[src/rtl/mips_mem_pkg.sv]
// Shared definitions for the MIPS data memory controller.
//   LANES          : byte lanes per word (fixed at 4 for this generation)
//   SZ_*           : access size encodings on the 'size' port (2'b11 is illegal)
//   state_t        : controller FSM states
package mips_mem_pkg;

   localparam int LANES = 4;

   localparam logic [1:0] SZ_BYTE = 2'b00;
   localparam logic [1:0] SZ_HALF = 2'b01;
   localparam logic [1:0] SZ_WORD = 2'b10;

   typedef enum logic [1:0] {
      S_IDLE = 2'b00,
      S_WAIT = 2'b01,
      S_DONE = 2'b10
   } state_t;

endpackage

[src/rtl/mem_lane_align.sv]
// Combinational lane steering for the data memory.
//   old_word  : current contents of the addressed word
//   wdata     : right-justified store data
//   size      : SZ_BYTE / SZ_HALF / SZ_WORD (2'b11 illegal)
//   offset    : byte offset within the word (addr[1:0])
//   sign_ext  : loads only, 1 = sign-extend the extracted lanes
//   st_word   : old_word with the store lanes replaced
//   ld_word   : extracted lanes, right-justified and extended
//   misalign  : access is misaligned or uses the illegal size
module mem_lane_align
   import mips_mem_pkg::*;
#(
   parameter int DATA_WIDTH = 32
) (
   input  logic [DATA_WIDTH-1:0] old_word,
   input  logic [DATA_WIDTH-1:0] wdata,
   input  logic [1:0]            size,
   input  logic [1:0]            offset,
   input  logic                  sign_ext,
   output logic [DATA_WIDTH-1:0] st_word,
   output logic [DATA_WIDTH-1:0] ld_word,
   output logic                  misalign
);

   logic [7:0]  ld_byte;
   logic [15:0] ld_half;

   // Little-endian: lane k occupies bits 8k+7:8k; halves use lanes {2*offset[1]+1, 2*offset[1]}.
   assign ld_byte = old_word[{offset, 3'b000} +: 8];
   assign ld_half = old_word[{offset[1], 4'b0000} +: 16];

   always_comb begin
      st_word  = old_word;
      ld_word  = '0;
      misalign = 1'b0;
      case (size)
         SZ_BYTE: begin
            st_word[{offset, 3'b000} +: 8] = wdata[7:0];
            ld_word = {{(DATA_WIDTH-8){sign_ext & ld_byte[7]}}, ld_byte};
         end
         SZ_HALF: begin
            misalign = offset[0];
            st_word[{offset[1], 4'b0000} +: 16] = wdata[15:0];
            ld_word = {{(DATA_WIDTH-16){sign_ext & ld_half[15]}}, ld_half};
         end
         SZ_WORD: begin
            misalign = |offset;
            st_word  = wdata;
            ld_word  = old_word;
         end
         default: misalign = 1'b1;
      endcase
   end

endmodule

[src/rtl/mips_data_mem_ctrl.sv]
// MIPS data memory with byte/half/word access, wait states and a req/ready handshake.
//   clk, reset     : rising-edge clock, async active-low reset (clears memory too)
//   req            : access request, sampled in IDLE only
//   we, size, sign_ext, addr, wdata : access descriptor, captured on acceptance
//   rdata          : load result (0 for stores and rejected accesses), valid with ready
//   ready          : one-cycle completion pulse
//   busy           : controller is not IDLE
//   misalign_err   : with ready, the access was rejected
//   test_value     : low TEST_WIDTH bits of word TEST_WORD
module mips_data_mem_ctrl
   import mips_mem_pkg::*;
#(
   parameter int DATA_WIDTH  = 32,
   parameter int DEPTH       = 64,
   parameter int ADDR_WIDTH  = 32,
   parameter int WAIT_STATES = 2,
   parameter int TEST_WORD   = 0,
   parameter int TEST_WIDTH  = 16
) (
   input  logic                  clk,
   input  logic                  reset,
   input  logic                  req,
   input  logic                  we,
   input  logic [1:0]            size,
   input  logic                  sign_ext,
   input  logic [ADDR_WIDTH-1:0] addr,
   input  logic [DATA_WIDTH-1:0] wdata,
   output logic [DATA_WIDTH-1:0] rdata,
   output logic                  ready,
   output logic                  busy,
   output logic                  misalign_err,
   output logic [TEST_WIDTH-1:0] test_value
);

   localparam int         IDX_W   = $clog2(DEPTH);
   localparam logic [3:0] WS_INIT = (WAIT_STATES > 0) ? 4'(WAIT_STATES - 1) : 4'd0;

   state_t                state, state_nxt;
   logic [3:0]            cnt;
   logic [IDX_W+1:0]      addr_q;
   logic                  we_q, sx_q, err_q;
   logic [1:0]            size_q;
   logic [DATA_WIDTH-1:0] wdata_q;
   logic [DATA_WIDTH-1:0] mem [DEPTH];

   logic                  idle, enter_done;
   logic [IDX_W+1:0]      a_e;
   logic                  we_e, sx_e;
   logic [1:0]            size_e;
   logic [DATA_WIDTH-1:0] wdata_e, st_word, ld_word;
   logic                  misalign;
   logic                  unused_addr;

   // Upper address bits wrap the array and are deliberately dropped.
   assign unused_addr = ^addr[ADDR_WIDTH-1:IDX_W+2];

   // With zero wait states the access happens on the acceptance edge itself,
   // so the live inputs are steered in while IDLE; otherwise the captured copy.
   assign idle    = (state == S_IDLE);
   assign a_e     = idle ? addr[IDX_W+1:0] : addr_q;
   assign we_e    = idle ? we       : we_q;
   assign sx_e    = idle ? sign_ext : sx_q;
   assign size_e  = idle ? size     : size_q;
   assign wdata_e = idle ? wdata    : wdata_q;

   mem_lane_align #(.DATA_WIDTH(DATA_WIDTH)) u_align (
      .old_word (mem[a_e[IDX_W+1:2]]),
      .wdata    (wdata_e),
      .size     (size_e),
      .offset   (a_e[1:0]),
      .sign_ext (sx_e),
      .st_word  (st_word),
      .ld_word  (ld_word),
      .misalign (misalign)
   );

   always_comb begin
      state_nxt = state;
      case (state)
         S_IDLE:  if (req) state_nxt = (misalign || WAIT_STATES == 0) ? S_DONE : S_WAIT;
         S_WAIT:  if (cnt == 4'd0) state_nxt = S_DONE;
         S_DONE:  state_nxt = S_IDLE;
         default: state_nxt = S_IDLE;
      endcase
   end

   assign enter_done = (state_nxt == S_DONE) && (state != S_DONE);

   always_ff @(posedge clk or negedge reset) begin
      if (!reset) begin
         state   <= S_IDLE;
         cnt     <= '0;
         addr_q  <= '0;
         we_q    <= 1'b0;
         sx_q    <= 1'b0;
         size_q  <= '0;
         wdata_q <= '0;
         err_q   <= 1'b0;
         rdata   <= '0;
         for (int i = 0; i < DEPTH; i++) mem[i] <= '0;
      end else begin
         state <= state_nxt;
         if (idle && req) begin
            addr_q  <= addr[IDX_W+1:0];
            we_q    <= we;
            sx_q    <= sign_ext;
            size_q  <= size;
            wdata_q <= wdata;
            cnt     <= WS_INIT;
         end else if (state == S_WAIT && cnt != 4'd0) begin
            cnt <= cnt - 4'd1;
         end
         if (enter_done) begin
            err_q <= misalign;
            rdata <= (misalign || we_e) ? '0 : ld_word;
            if (!misalign && we_e) mem[a_e[IDX_W+1:2]] <= st_word;
         end
      end
   end

   assign ready        = (state == S_DONE);
   assign busy         = !idle;
   assign misalign_err = ready & err_q;
   assign test_value   = mem[TEST_WORD][TEST_WIDTH-1:0];

endmodule

[config.mk]
export PLATFORM = sky130hd
export DESIGN_NAME = mips_data_mem_ctrl
export DESIGN_NICKNAME = d
export VERILOG_FILES = /design/src/rtl/mips_mem_pkg.sv /design/src/rtl/mem_lane_align.sv /design/src/rtl/mips_data_mem_ctrl.sv
export SDC_FILE = /design/constraint.sdc
export NUM_CORES = 2
export LEC_CHECK = 0
export ABC_AREA = 1
export CELL_PAD_IN_SITES_DETAIL_PLACEMENT = 0
export CELL_PAD_IN_SITES_GLOBAL_PLACEMENT = 1
export CORE_AREA = 5 5 425 511
export DETAILED_ROUTE_END_ITERATION = 8
export DIE_AREA = 0 0 430 516
export PLACE_DENSITY_LB_ADDON = 0.1
export SETUP_SLACK_MARGIN = 0.05
export SLEW_MARGIN = 20
export SYNTH_ARGS = -nofsm -noshare
export SYNTH_HDL_FRONTEND = slang
export SYNTH_SLANG_ARGS = --single-unit
[constraint.sdc]
create_clock -name clk -period 5.8 [get_ports clk]
set_input_delay 0.58 -clock clk [delete_from_list [all_inputs] [get_ports clk]]
set_output_delay 0.58 -clock clk [all_outputs]
set_load 0.01 [all_outputs]
After elaboration in Yosys (flattened, before gate mapping) --
Cells that the tools add are included. Widths: inputs -> output; s select.
Cells by class: add/subtract/negate cells 3, $lt $le $gt $ge 2, equal/unequal tests 6, shift-type cells 6, muxes and demuxes 23, bitwise logic cells 4, reduce and logical (&&, ||, !) cells 15
Operators by type and width (number):
- $bwmux 2048 | 1
- $bmux 32 s6 | 1
- $demux 32 s6 | 1
- $pmux 32 s3 | 2
- $mux 32 | 5
- $bwmux 32 | 2
- $shift 16x7->32 const A | 1
- $shift 8x7->32 const A | 1
- $shiftx 16x7->32 | 1
- $shiftx 32x6->16 | 1
- $shiftx 32x6->8 | 1
- $shiftx 8x7->32 | 1
- $neg 5->7 | 2
- $mux 2 | 4
- $mux 4 | 2
- $mux 8 | 1
- $ge 7x7->1 const B | 1
- $lt 7x1->1 const B | 1
- $not 6->7 | 1
- $eq 2x2->1 const B | 3
- $logic_and 1x1->1 | 5
- $eq 2x1->1 const B | 2
- $logic_not 2->1 | 2
- $logic_not 4->1 | 1
- other kinds (12) | 16
Word-level totals: register bits 2131, input port bits 71, output and inout bits 51

Logic depth before layout (Yosys ltp) --
depth after elaboration 10, gate-level depth with buffers 25, gate-level depth less buffers 21

By module --
Synthesis repeated with hierarchy kept, for this count alone.
Unflattened totals: cell total of the unflattened synthesis 14261, area, all modules 104107.3 um2
Modules (own cells, without submodules):
- mips_data_mem_ctrl | instances 1, cells an instance 13699, area each 101593.7 um2
- mem_lane_align | instances 1, cells an instance 562, area each 2513.7 um2

Least setup slack after synthesis --
No wires, ideal clock.
path type register to register, from register state[0], to register mem[1002] in the netlist's numbering, setup time 0.118 ns, arrival time 3.850 ns, data required time 5.682 ns, setup slack 1.832 ns, cell stages (with the launch flop) 23, clock period less this slack 3.968 ns, path through dfrtp_1 -> nor2_4 -> buf_6 -> buf_8 -> buf_2 -> nand2_1 -> o21ai_0 -> buf_2 -> buf_1 -> buf_1 -> ha_1 -> clkbuf_1 -> o221ai_2 -> nor2_1 -> nand2_4 -> inv_8 -> nand2_4 -> nor2_4 -> inv_2 -> buf_2 -> buf_2 -> nand2_1 -> nand2_1
Between the ends: longest elaborated chain between the ends 10, elaborated cells between the ends (all ways) 40, those cells by class 2 x add/sub; 2 x order compare; 5 x eq/ne; 4 x shift; 18 x mux; 1 x bitwise; 8 x reduce/logical
Ends and longest elaborated chain:
- start: declaration | line mips_data_mem_ctrl.sv:38 | state_t state, state_nxt;
- start signal: assignment | line mips_data_mem_ctrl.sv:102 | state <= state_nxt;
- branches (longest 10 deep; another with $neg 5->7)
- end signal: indexed assignment | line mips_data_mem_ctrl.sv:116 | if (!misalign && we_e) mem[a_e[IDX_W+1:2]] <= st_word;
- end: declaration | line mips_data_mem_ctrl.sv:44 | logic [DATA_WIDTH-1:0] mem [DEPTH];
Parallel ways; which one is timed is not known. The select of a mux whose other input is x is not followed. A chain may end at the register's enable or synchronous reset.

Worst setup path in the final report --
from register state[0], to register mem[281] in the netlist's numbering
Same word-level chain as after synthesis.

==> summary.txt <==
Synthesis
  • Count of cell types in the netlist: 44
  • Synth top area cells: dfrtp_1 50%, nand2_1 23%, nor2_1 6.2%, nand3_1 5.8%, o21ai_0 5.3%
  • Post-synthesis async set-or-reset flop share: 100%
  • Post-synthesis sequential area ratio: 49.7%
  • Yosys reg bits: 2131
  • Mux contribution to synthesized area: 0%
  • Area leader, netlist: dfrtp_1
  • Post-synthesis compound-gate area fraction: 7.68%
  • Adder-cell share of the synthesized area: 0.0700%
  • Largest family of logic cells by synthesized area: simple AND/OR/NAND/NOR gates
  • Synth warn: 0
  • Synth Area in Simple Gates: 36.0%
  • Most used DFF post-synth: dfrtp_1
  • EDFF count, synth: 0
  • Post-Syn Area: 107000 um2
  • Cells after synthesis: 14900
  • Post-synthesis xor/xnor area fraction: 0%
  • Synth top area share: 49.7%
  • Synthesized area per cell: 7.18 um2
  • Synthesized net count: 15000

Detailed routing
  • DR vias/cell: 5.84
  • Violation count after the first detailed-route iteration: 13300
  • Mean routed wirelength per cell: 25.1 um
  • Final wirelength: 442 mm
  • DR pass1 iterations: 8
  • Via count: 103000
  • Antenna Violating Nets Remaining: 0
  • DRC: 0

GRT
  • Largest net degree at the start of global routing: 164
  • Gr ovfl total: 0
  • GR Util All Layers: 39.0%
  • Initial antenna violation count: 13
  • Global-route wire length before repair: 650 mm
  • Vias in the first global route: 97100

Timing
  • Final setup vio count: 0
  • Final Max Tran Viols: 0
  • Max frequency: 182 MHz
  • Worst Clk Skew: 0.0439 ns
  • Slew margin rel.: 23.5%
  • Minimum clock period: 5.50 ns
  • Setup TNS: 0 ns
  • Fin crit share: 94.8%
  • RSZ-0062 raised after global routing: no
  • Measured slew at the worst slew-check pin: 1.15 ns
  • Final Hold Fails: 0

Worst setup path
  • CP required: 6.63 ns
  • CP Launch Type: register
  • Reg2Reg Depth: 18
  • R2r startpoint: state[0]
  • Crit path DAT: 6.32 ns
  • CP Class: reg -> reg
  • FF-to-FF End: mem[281]
  • R2R Setup Slk: 0.30 ns
  • Maximum fanout along the worst path: 36
  • Worst setup EP type: register

Place
  • Final Wtd Congestion: 1.00
  • Detailed Place HPWL: 269 mm
  • IO Port Bufs: 97

Cells and area
  • Commonest cells after routing, fill and taps aside: 6497 x nand2_1, 2131 x dfrtp_1, 1755 x nor2_1
  • Filler cell count: 20000
  • Layout Nets: 14700
  • Synth-to-layout area growth: 11.4%
  • Share of post-route cells with drive strength above 1: 7.31%
  • Most common cell after layout, fill and taps aside: nand2_1

CTS
  • Sink Count: 2131
  • Inserted Clock Buffers: 221
  • Clock Latency Late Sink: 0.93 ns
  • Worst-path clk slew: 0.06 ns
  • Htree depth: 4
  • CTS tree: done
  • CTS max path bufs: 3
  • Clock tree root buffer cell: clkbuf_16

Die
  • Die height: 516 um
  • Core box area: 211000 um2
  • Rows: 185
  • Initial core utilization: 50.8%
  • DIE WIDTH: 430 um
  • Die area: 222000 um2
  • I/O Pins: 122

Hold path
  • Worst hold path depth: 3
  • Worst hold-check path type: in -> reg
  • WHS Endpoint: wdata_q[22]
  • Hold Startpoint: wdata[22]

Run status
  • Status: finished clean

Run
  • Number of max-cap violations: 0
## metal layers
metal | up-vias | wire, um | GRT usage, %
met2 | 5680 | 191000 | 58.8
met4 | 8 | 30800 | 22.7
li1 | 46000 | - | -
met3 | 1085 | 47400 | 8.53
met1 | 49900 | 172000 | 52.0
met5 | - | 54 | 0
## sequential cells by signal, indices dropped and copies added (netlist names)
signal,flops
rdata,32
size_q,2
wdata_q,32
mem,2032
addr_q,8
err_q,1
sx_q,1
cnt,4
state,2
we_q,1
test_value,16
## Yosys cell counts (3+ instances only)
master and instances:
ha_1 6, o21ai_1 322, buf_2 561, nand3_2 13, nor2_4 39, inv_2 74
o21ai_0 1144, dfrtp_1 2131, buf_4 126, o21ai_2 5, nand2_4 9, nor3_2 7
inv_1 261, o21a_1 5, clkbuf_1 405, buf_6 22, nor3_1 3, buf_1 44
nor2_1 1782, a21oi_1 140, nand3b_1 4, nand2_2 26, clkbuf_2 4, nor2_2 6
nand3_1 1244, nand2_1 6515, nand4_1 17, o211ai_1 5
## cell type report
class                      count  area, um2  share of cell area [%]
sequential                  2131      53300                    44.6
multi-input combinational  11300      47400                    39.7
clock inverter                58        806                   0.674
timing repair buffer         591       6430                    5.38
clock buffer                 349       6720                    5.63
tap                         2805       3510                    2.94
inverter                     338       1280                    1.07
antenna                        7       17.5                  0.0147
## worst max-delay path by stage
stage	startpoint	to	cells after the start
after detailed placement	addr[2]	mem[702]	20
after CTS	state[0]	mem[702]	21
after global placement	addr[2]	mem[702]	20
after floorplan	state[0]	mem[1002]	22
final	state[0]	mem[281]	18
after global routing	state[0]	mem[1246]	21
## through the flow
step | utilization [%] | cell area, um2 | hold WS, ns | setup slack, ns | instances
global route | 56.6 | 119000 | 0.275 | 0.267 | 17600
global placement | 53.0 | 112000 | 0.456 | 0.0968 | 17200
CTS | 56.6 | 119000 | 0.243 | 0.186 | 17600
detailed placement | 53.0 | 112000 | 0.460 | 0.0399 | 17200
finish | 56.6 | 119000 | 0.270 | 0.302 | 17600
floorplan | - | 107000 | 0.284 | 1.83 | 14900
## worst max-delay path, stage by stage, from the launching register on
cell	delay, ns
dfrtp_1	0.44
nor2_4	0.16
buf_4	0.31
nand2_2	0.16
nand2_8	0.59
buf_12	0.31
o21ai_0	0.11
nand2_1	0.07
nand2_1	0.06
nand2_1	0.07
nand2_1	0.15
nand2_1	0.19
nand2_1	0.07
nor2_1	0.84
nand2_1	0.55
nand2_4	0.60
buf_12	0.30
nand3_1	0.12
o21ai_0	0.11
## repair_timing
action | in CTS | in global routing
setup endpoints to repair | 0 | 64
hold buffers | 1 | 0
hold endpoints to repair | 100 | 0
gates resized for setup | 0 | 1
buffers inserted | 0 | 0
## logic make-up (layout without fill, tap and decap cells)
group                      count (synthesis)  after routing
and+or+nand+nor                         9674           9674
other                                      0              7
buffers and inverters                   1501           1336
DFF                                     2131           2131
AOI/OAI and AO/OA                       1629           1629
adders and majority gates                  6              6
Power is not shown: default switching activity piles up to over one toggle a cycle in this logic, so the estimate is an artifact.
